--- src/rtl/apb_pkg.sv ---
// Shared APB definitions: bus widths common to the master bridge and the memory slave,
// plus the master bridge state encoding.
package apb_pkg;

  localparam int unsigned APB_ADDR_W = 8;
  localparam int unsigned APB_DATA_W = 8;

  typedef enum logic [1:0] {
    IDLE   = 2'd0,
    SETUP  = 2'd1,
    ACCESS = 2'd2,
    RESP   = 2'd3
  } apb_mst_state_t;

endpackage

--- src/rtl/apb_wait_counter.sv ---
// ACCESS-phase cycle counter: flags when pready may be sampled and when the slave
// has taken too long to respond.
module apb_wait_counter #(
  parameter int unsigned ACCESS_MIN = 1,
  parameter int unsigned TIMEOUT    = 16
) (
  input  logic pclk,
  input  logic prst,
  input  logic clear,
  input  logic enable,
  output logic sample_ok,
  output logic expired
);

  localparam int unsigned CntW = $clog2(TIMEOUT) + 1;

  // Comparisons use one extra bit so count+1 never overflows.
  localparam logic [CntW:0] OneC        = (CntW + 1)'(1);
  localparam logic [CntW:0] AccessMinC  = (CntW + 1)'(ACCESS_MIN);
  localparam logic [CntW:0] TimeoutC    = (CntW + 1)'(TIMEOUT);

  logic [CntW-1:0] count_q, count_d;
  logic [CntW:0]   count_inc;

  always_comb begin
    count_inc = {1'b0, count_q} + OneC;
    count_d   = count_q;
    if (clear) begin
      count_d = '0;
    end else if (enable && (count_q != '1)) begin
      count_d = count_inc[CntW-1:0];
    end
  end

  always_ff @(posedge pclk) begin
    if (prst) begin
      count_q <= '0;
    end else begin
      count_q <= count_d;
    end
  end

  assign sample_ok = (count_inc >= AccessMinC);
  assign expired   = (count_inc == TimeoutC);

endmodule

--- src/rtl/apb_master_bridge.sv ---
// APB requester: takes one command at a time, runs SETUP/ACCESS on the bus and returns
// read data or a timeout error on a valid/ready response channel.
module apb_master_bridge
  import apb_pkg::*;
#(
  parameter int unsigned ADDR_W     = APB_ADDR_W,
  parameter int unsigned DATA_W     = APB_DATA_W,
  parameter int unsigned ACCESS_MIN = 1,
  parameter int unsigned TIMEOUT    = 16
) (
  input  logic              pclk,
  input  logic              prst,
  input  logic              cmd_valid,
  output logic              cmd_ready,
  input  logic              cmd_write,
  input  logic [ADDR_W-1:0] cmd_addr,
  input  logic [DATA_W-1:0] cmd_wdata,
  output logic              rsp_valid,
  input  logic              rsp_ready,
  output logic [DATA_W-1:0] rsp_rdata,
  output logic              rsp_err,
  output logic              rsp_write,
  output logic              psel,
  output logic              penable,
  output logic              pwrite,
  output logic [ADDR_W-1:0] paddr,
  output logic [DATA_W-1:0] pwdata,
  input  logic              pready,
  input  logic [DATA_W-1:0] prdata
);

  apb_mst_state_t state_q, state_d;

  logic              psel_q, psel_d;
  logic              penable_q, penable_d;
  logic              pwrite_q, pwrite_d;
  logic [ADDR_W-1:0] paddr_q, paddr_d;
  logic [DATA_W-1:0] pwdata_q, pwdata_d;
  logic              rsp_valid_q, rsp_valid_d;
  logic [DATA_W-1:0] rsp_rdata_q, rsp_rdata_d;
  logic              rsp_err_q, rsp_err_d;
  logic              rsp_write_q, rsp_write_d;

  logic sample_ok;
  logic expired;

  apb_wait_counter #(
    .ACCESS_MIN (ACCESS_MIN),
    .TIMEOUT    (TIMEOUT)
  ) u_wait_counter (
    .pclk      (pclk),
    .prst      (prst),
    .clear     (state_q == SETUP),
    .enable    (state_q == ACCESS),
    .sample_ok (sample_ok),
    .expired   (expired)
  );

  always_comb begin
    state_d     = state_q;
    pwrite_d    = pwrite_q;
    paddr_d     = paddr_q;
    pwdata_d    = pwdata_q;
    rsp_rdata_d = rsp_rdata_q;
    rsp_err_d   = rsp_err_q;
    rsp_write_d = rsp_write_q;

    case (state_q)
      IDLE: begin
        if (cmd_valid) begin
          pwrite_d = cmd_write;
          paddr_d  = cmd_addr;
          pwdata_d = cmd_wdata;
          state_d  = SETUP;
        end
      end
      SETUP: begin
        state_d = ACCESS;
      end
      ACCESS: begin
        // A ready slave beats a simultaneous timeout.
        if (sample_ok && pready) begin
          rsp_rdata_d = pwrite_q ? '0 : prdata;
          rsp_err_d   = 1'b0;
          rsp_write_d = pwrite_q;
          state_d     = RESP;
        end else if (expired) begin
          rsp_rdata_d = '0;
          rsp_err_d   = 1'b1;
          rsp_write_d = pwrite_q;
          state_d     = RESP;
        end
      end
      RESP: begin
        if (rsp_ready) begin
          state_d = IDLE;
        end
      end
      default: begin
        state_d = IDLE;
      end
    endcase

    // Bus controls are registered copies of the next-state decode.
    psel_d      = (state_d == SETUP) || (state_d == ACCESS);
    penable_d   = (state_d == ACCESS);
    rsp_valid_d = (state_d == RESP);
  end

  always_ff @(posedge pclk) begin
    if (prst) begin
      state_q     <= IDLE;
      psel_q      <= 1'b0;
      penable_q   <= 1'b0;
      pwrite_q    <= 1'b0;
      paddr_q     <= '0;
      pwdata_q    <= '0;
      rsp_valid_q <= 1'b0;
      rsp_rdata_q <= '0;
      rsp_err_q   <= 1'b0;
      rsp_write_q <= 1'b0;
    end else begin
      state_q     <= state_d;
      psel_q      <= psel_d;
      penable_q   <= penable_d;
      pwrite_q    <= pwrite_d;
      paddr_q     <= paddr_d;
      pwdata_q    <= pwdata_d;
      rsp_valid_q <= rsp_valid_d;
      rsp_rdata_q <= rsp_rdata_d;
      rsp_err_q   <= rsp_err_d;
      rsp_write_q <= rsp_write_d;
    end
  end

  assign cmd_ready = (state_q == IDLE);
  assign psel      = psel_q;
  assign penable   = penable_q;
  assign pwrite    = pwrite_q;
  assign paddr     = paddr_q;
  assign pwdata    = pwdata_q;
  assign rsp_valid = rsp_valid_q;
  assign rsp_rdata = rsp_rdata_q;
  assign rsp_err   = rsp_err_q;
  assign rsp_write = rsp_write_q;

endmodule
--- config.mk ---
export PLATFORM = sky130hd
export DESIGN_NAME = apb_master_bridge
export DESIGN_NICKNAME = d
export VERILOG_FILES = /design/src/rtl/apb_pkg.sv /design/src/rtl/apb_wait_counter.sv /design/src/rtl/apb_master_bridge.sv
export SDC_FILE = /design/constraint.sdc
export NUM_CORES = 1
export LEC_CHECK = 0
export ABC_AREA = 1
export ABC_CLOCK_PERIOD_IN_PS = 4790
export CAP_MARGIN = 30
export CELL_PAD_IN_SITES_DETAIL_PLACEMENT = 1
export CELL_PAD_IN_SITES_GLOBAL_PLACEMENT = 2
export CORE_UTILIZATION = 26
export CTS_BUF_LIST = sky130_fd_sc_hd__clkbuf_2
export CTS_CLUSTER_SIZE = 8
export DETAILED_ROUTE_END_ITERATION = 8
export HOLD_SLACK_MARGIN = 0.15
export PLACE_DENSITY = 0.95
export SLEW_MARGIN = 20
export SYNTH_ARGS = -nofsm -noshare
export SYNTH_HDL_FRONTEND = slang
export SYNTH_HIERARCHICAL = 1
export SYNTH_SLANG_ARGS = --single-unit
--- constraint.sdc ---
create_clock -name pclk -period 4.79 [get_ports pclk]
set_clock_uncertainty 0.15 [all_clocks]
set_input_delay 0.958 -clock pclk [delete_from_list [all_inputs] [get_ports pclk]]
set_output_delay 0.958 -clock pclk [all_outputs]
set_load 0.02 [all_outputs]
==> results of run 1 <==
-- flip-flops by register name, indices dropped and copies added, names as in the netlist --
signal	count
rsp_err	1
rsp_valid	1
psel	1
pwdata	8
u_wait_counter/count_q	5
paddr	8
state_q	2
rsp_write	1
rsp_rdata	8
penable	1
pwrite	1
-- per-layer routing --
layer	global-route usage, %	up-vias	routed length [µm]
met5	0	-	0
met4	7.50	0	97
met3	4.00	8	235
met2	25.0	46	1940
met1	15.5	703	1790
li1	-	782	-
-- cell usage in the layout, fill, tap and decap left out --
cell type,netlist,routed
clkdlybuf4s50_1,0,60
nor2_1,59,59
dfxtp_1,37,37
nand2_1,32,32
inv_1,23,23
o21ai_0,21,21
a21oi_1,11,11
clkbuf_2,0,6
nor2_2,5,5
ha_1,4,4
nand3_1,3,3
nand2_4,2,2
o21a_1,2,2
inv_2,1,1
nor2_4,1,1
inv_6,1,1
nor3_1,1,1
o21ai_1,1,1
bufinv_16,0,1
clkinv_1,0,1
nand3_2,1,1
nand4_1,1,1
nand2_2,1,1
nand3b_1,1,1
-- final timing paths --
| check | start | endpoint | slack [ns] | cells past startpoint |
|---|---|---|---|---|
| worst min-delay path | paddr[7] | paddr[7] | 0.35 | 2 |
| worst max register to register | u_wait_counter/count_q[1] | psel | 2.11 | 14 |
| worst max-delay path | state_q[0] | cmd_ready | 2.06 | 2 |
| worst min register to register | paddr[7] | paddr[7] | 0.35 | 2 |
-- logic make-up (layout without fill, tap and decap cells) --
group | after synthesis | count (layout) | share of synthesized area [%]
AND/OR/NAND/NOR | 107 | 107 | 28.9
flip-flops | 37 | 37 | 46.9
AO/OA/AOI/OAI | 35 | 35 | 11.4
buffers and inverters | 30 | 93 | 9.52
adder cells (fa/ha/maj) | 4 | 4 | 3.17
-- tightest hold or removal path: cells and delay by family (launching register included) --
kind          cells  cell delay [ns]
simple gates      2             0.14
flops             1             0.34
-- through the flow --
step | hold slack (ns) | instances
5_1_grt | 0.382 | 351
4_1_cts | 0.358 | 351
3_3_place_gp | 0.313 | 343
6_report | 0.352 | 351
2_1_floorplan | 0.334 | 213
3_5_place_dp | 0.329 | 343
-- layout make-up --
cell class,count,area (µm²)
tap,75,93.8
clock buffer,6,30.0
inverter,25,98.8
clock inverter,2,33.8
timing repair buffer,60,601
multi-input combinational,146,687
sequential,37,741
fill,732,3600
-- report_power, final --
| group | internal [mW] | total, mW | switching (mW) |
|---|---|---|---|
| logic | 0.107 | 0.233 | 0.126 |
| clock network | 0.0891 | 0.193 | 0.104 |
| registers | 0.343 | 0.366 | 0.0228 |
==> results.toml, run 1 <==
[clocking]
cts.clk_slew.worst_paths_ns = 0.18
tritoncts = "yes"
clockRootBuffer = "clkbuf_2"
cts_setup_buffers = 0
cts_buffer_depth = 2
cts.sinks = 37
clock_latency_ns = 0.39
htree_levels = 2
hold_buffers = 0
cts_resized = 0
numCtsBuffers = 5

[worst_setup_path]
cpLargestDelayFamily = "buffers and inverters"
cp-end-kind = "primary output"
critical_path_buf_inv_count = 1
start_kind = "flip-flop"
critical_path_required_ns = 3.68
path_class = "flip-flop to primary output"
crit_path_cell_trace = "nor2_2 -> clkdlybuf4s50_1"
arrival_ns = 1.62
critPathMaxStageDelay_ns = 0.64
cpMaxStageDelayCell = "clkdlybuf4s50_1"
cp_max_fo = 5

[synthesis]
synth_seq_cells = 37
async_flop_share_pct = 0
synth_edf_count = 0
synth_top_area_share_pct = 46.9
ys_types = 24
synth_warnings = 6
synth_nets = 247
yosysTopAreaCell = "dfxtp_1"
synth_commonest_cells = "nor2_1 (59), dfxtp_1 (37), nand2_1 (32)"
synth_most_common_cell = "nor2_1"
netlist_area_um2 = 1580
postSynthAreaPerCell_um2 = 7.41
synth_ff_type = "dfxtp_1"
ys_seq_area_share_pct = 46.9
syn_inst = 213
ys_top_cells_by_area = "dfxtp_1 (47%), nor2_1 (14%), nand2_1 (7.6%), o21ai_0 (6.7%), inv_1 (5.5%)"

[sta]
slew_headroom_pct = 51.6
fmax_mhz = 366
hold_violations = 0
fin_setup_tns_ns = 0
rsz0062_at_grt = "no"
fin_crit_ns = 2.73
slew_violations = 0
fin_crit_sh_pct = 57.0
setup_viol = 0
fin_ws_ns = 2.06
worst_pin_slew_ns = 0.725

[grt]
grt_overflow_total = 0
grt_max_degree = 28
track_usage_pct = 14.3
grt_pass1_wl_um = 6890
antenna_found_initial = 0
grt_pass1_vias = 1589

[drt]
antenna_left = 0
viasPerCell = 4.38
routed_wl_um = 4070
post-route-drc-count = 0
post_drt_wl_per_cell_um = 11.6
vias = 1539
dr.pass1.iters = 4
dr.first_iter.drc_count = 31

[layout]
area_growth_pct = 44.8
fin_area_um2 = 2280
diodes = 0
layout.nets = 309
final_util_pct = 38.8
layout-drive-gt1-share_pct = 6.88

[floorplanning]
dieArea_um2 = 6380
core-area_um2 = 5890
ioPinCount = 61
die_h_um = 79.9
start_util_pct = 26.8
die_x_um = 79.9
rows = 28

[power]
p_per_area_nw_per_um2 = 347
leakagePower_nw = 0.978
peakVddDrop_mv = 0.110
total_power_uw = 792

[worst_hold_path]
worstHoldPathType = "flip-flop to flip-flop"

[place]
gp_congestion = 0.771
portBuffers = 60
dpl.hpwl_um = 3030
preCtsSetupSlack_ns = 2.10
placed_cell_area_um2 = 2220

[outcome]
outcome = "completed"

[job]
drv_cap = 0
Power figures use the tool's default switching activity.
==> run 2, diff against run 1 <==
--- a/config.mk
+++ b/config.mk
@@ -6,16 +6,16 @@
 export NUM_CORES = 1
 export LEC_CHECK = 0
 export ABC_AREA = 1
-export ABC_CLOCK_PERIOD_IN_PS = 4790
+export ABC_CLOCK_PERIOD_IN_PS = 2800
 export CAP_MARGIN = 30
 export CELL_PAD_IN_SITES_DETAIL_PLACEMENT = 1
 export CELL_PAD_IN_SITES_GLOBAL_PLACEMENT = 2
-export CORE_UTILIZATION = 26
+export CORE_UTILIZATION = 24
 export CTS_BUF_LIST = sky130_fd_sc_hd__clkbuf_2
 export CTS_CLUSTER_SIZE = 8
 export DETAILED_ROUTE_END_ITERATION = 8
 export HOLD_SLACK_MARGIN = 0.15
-export PLACE_DENSITY = 0.95
+export PLACE_DENSITY = 0.93
 export SLEW_MARGIN = 20
 export SYNTH_ARGS = -nofsm -noshare
 export SYNTH_HDL_FRONTEND = slang
==> constraint.sdc (replaced) <==
create_clock -name pclk -period 2.8 [get_ports pclk]
set_clock_uncertainty 0.15 [all_clocks]
set_input_delay 0.56 -clock pclk [delete_from_list [all_inputs] [get_ports pclk]]
set_output_delay 0.56 -clock pclk [all_outputs]
set_load 0.02 [all_outputs]
==> run 2 against run 1 <==
Effect of this change: final area up 1.4%; largest cell class unchanged; clock-buffer cell count decreased by 1; sequential share of layout area is 0.33 points lower; critical path type is now flip-flop to flip-flop.
==> results.toml, run 2 (synthesis results as in run 1) <==
[clocking]
cts.sinks = 37
clockRootBuffer = "clkbuf_2"
numCtsBuffers = 5
cts_buffer_depth = 2
hold_buffers = 0
cts.clk_slew.worst_paths_ns = 0.18
tritoncts = "yes"
clock_latency_ns = 0.38
htree_levels = 2

[drt]
met1_length_um = 1930
post-route-drc-count = 0
dr.first_iter.drc_count = 53
vias = 1536
met2_length_um = 1960
wl_met3_um = 181
routed_wl_um = 4140
top_layer_used = "met4"
viasPerCell = 4.31
dr.pass1.iters = 3
antenna_left = 0
post_drt_wl_per_cell_um = 11.6

[outcome]
outcome = "completed"

[floorplanning]
start_util_pct = 24.8
die_x_um = 83.1
rows = 29
core-area_um2 = 6350
ioPinCount = 61
dieArea_um2 = 6900
die_h_um = 83.1

[place]
portBuffers = 60
dpl.hpwl_um = 3130
gp_congestion = 0.731
placed_cell_area_um2 = 2230

[power]
switching_share_pct = 32.2
p_per_area_nw_per_um2 = 586
combPwrFrac_pct = 30.1
seqPwrFrac_pct = 46.0
power.net_switching_uw = 438
internal_power_uw = 920
pwr-share-clk_pct = 23.9
leakagePower_nw = 0.994
peakVddDrop_mv = 0.201

[layout]
diodes = 0
fin_area_um2 = 2320
layout-drive-gt1-share_pct = 8.96
layout.nets = 313
final_cell_mix = "clkdlybuf4s50_1 (60), nor2_1 (59), dfxtp_1 (35)"
area_growth_pct = 46.8
final_common_cell = "clkdlybuf4s50_1"

[worst_setup_path]
cp_max_fo = 9
start_kind = "flip-flop"
path_class = "flip-flop to flip-flop"
arrival_ns = 2.69
critical_path_required_ns = 2.98
cp-end-kind = "flip-flop"

[sta]
rsz0062_at_grt = "no"
worst_pin_slew_ns = 0.511
fin_setup_tns_ns = 0
fin_crit_sh_pct = 89.6
fmax_mhz = 398
setup_viol = 0
slew_violations = 0
hold_violations = 0
slew_headroom_pct = 65.8
fin_crit_ns = 2.51

[grt]
grt_max_degree = 28
grt_pass1_wl_um = 6690
grt_pass1_vias = 1474
antenna_found_initial = 0
track_usage_pct = 12.1
grt_overflow_total = 0

[worst_hold_path]
worstHoldPathType = "flip-flop to flip-flop"

[job]
drv_cap = 0
-- run 2: changes by cell type in the layout (fill, tap and decap cells not counted), sizes merged --
| cell | before | now |
|---|---|---|
| clkbuf | 6 | 5 |
| buf | 0 | 4 |
-- run 2: what timing repair did --
| action | in CTS | in global routing |
|---|---|---|
| endpoints found under the setup margin | 0 | 1 |
| endpoints found under the hold margin | 0 | 0 |
| setup buffers | 0 | 3 |
| gates resized for setup | 0 | 2 |
-- run 2: path summary, 6_finish.rpt --
path / startpoint / end / slack (ns) / cells after the start
worst max register to register: u_wait_counter/count_q[0] / psel / 0.29 / 14
worst max-delay path: u_wait_counter/count_q[0] / psel / 0.29 / 14
worst min register to register: rsp_err / rsp_err / 0.34 / 1
worst min-delay path: rsp_err / rsp_err / 0.34 / 1
-- run 2: worst max-delay path: stages (launching register included) --
cell and delay (ns):
dfxtp_2 0.38, ha_1 0.22, nand2_1 0.13, nor2_1 0.06, ha_1 0.29, nor2_1 0.11
o21a_1 0.13, nand2_1 0.05, nand2_1 0.10, nand2_1 0.11, nand2_4 0.14, inv_1 0.09
nor2_2 0.17, ha_1 0.26, nor2_1 0.09
-- run 2: layer usage --
layer	global-route usage [%]	vias to the layer above
met5	0	-
met4	5.17	0
met3	2.78	8
met2	20.4	41
met1	14.8	698
li1	-	789
-- run 2: power groups by stage --
stage                     Combinational (mW)  Sequential, mW  Clock (mW)
after floorplan                        0.177           0.691           0
after CTS                              0.411           0.625       0.344
final                                  0.408           0.625       0.325
after detailed placement               0.409           0.637           0
after global placement                 0.399           0.634           0
after global routing                   0.449           0.633       0.362
-- run 2: area by class of cell --
type | instances | area, µm²
Inverter | 25 | 98.8
Clock buffer | 5 | 25.0
Sequential cell | 37 | 743
Fill cell | 793 | 4030
Tap cell | 77 | 96.3
Multi-Input combinational cell | 146 | 687
Timing Repair Buffer | 64 | 631
Clock inverter | 2 | 35.0
-- run 2: stage by stage --
step | power, mW | utilization, % | instances | hold slack, ns | setup WS, ns
2_1_floorplan | 0.868 | - | 213 | 0.334 | 0.572
3_3_place_gp | 1.03 | 35.1 | 346 | 0.303 | 0.357
3_5_place_dp | 1.05 | 35.1 | 346 | 0.310 | 0.199
4_1_cts | 1.38 | 36.1 | 353 | 0.354 | 0.146
5_1_grt | 1.44 | 36.5 | 356 | 0.365 | 0.0544
6_report | 1.36 | 36.5 | 356 | 0.344 | 0.290
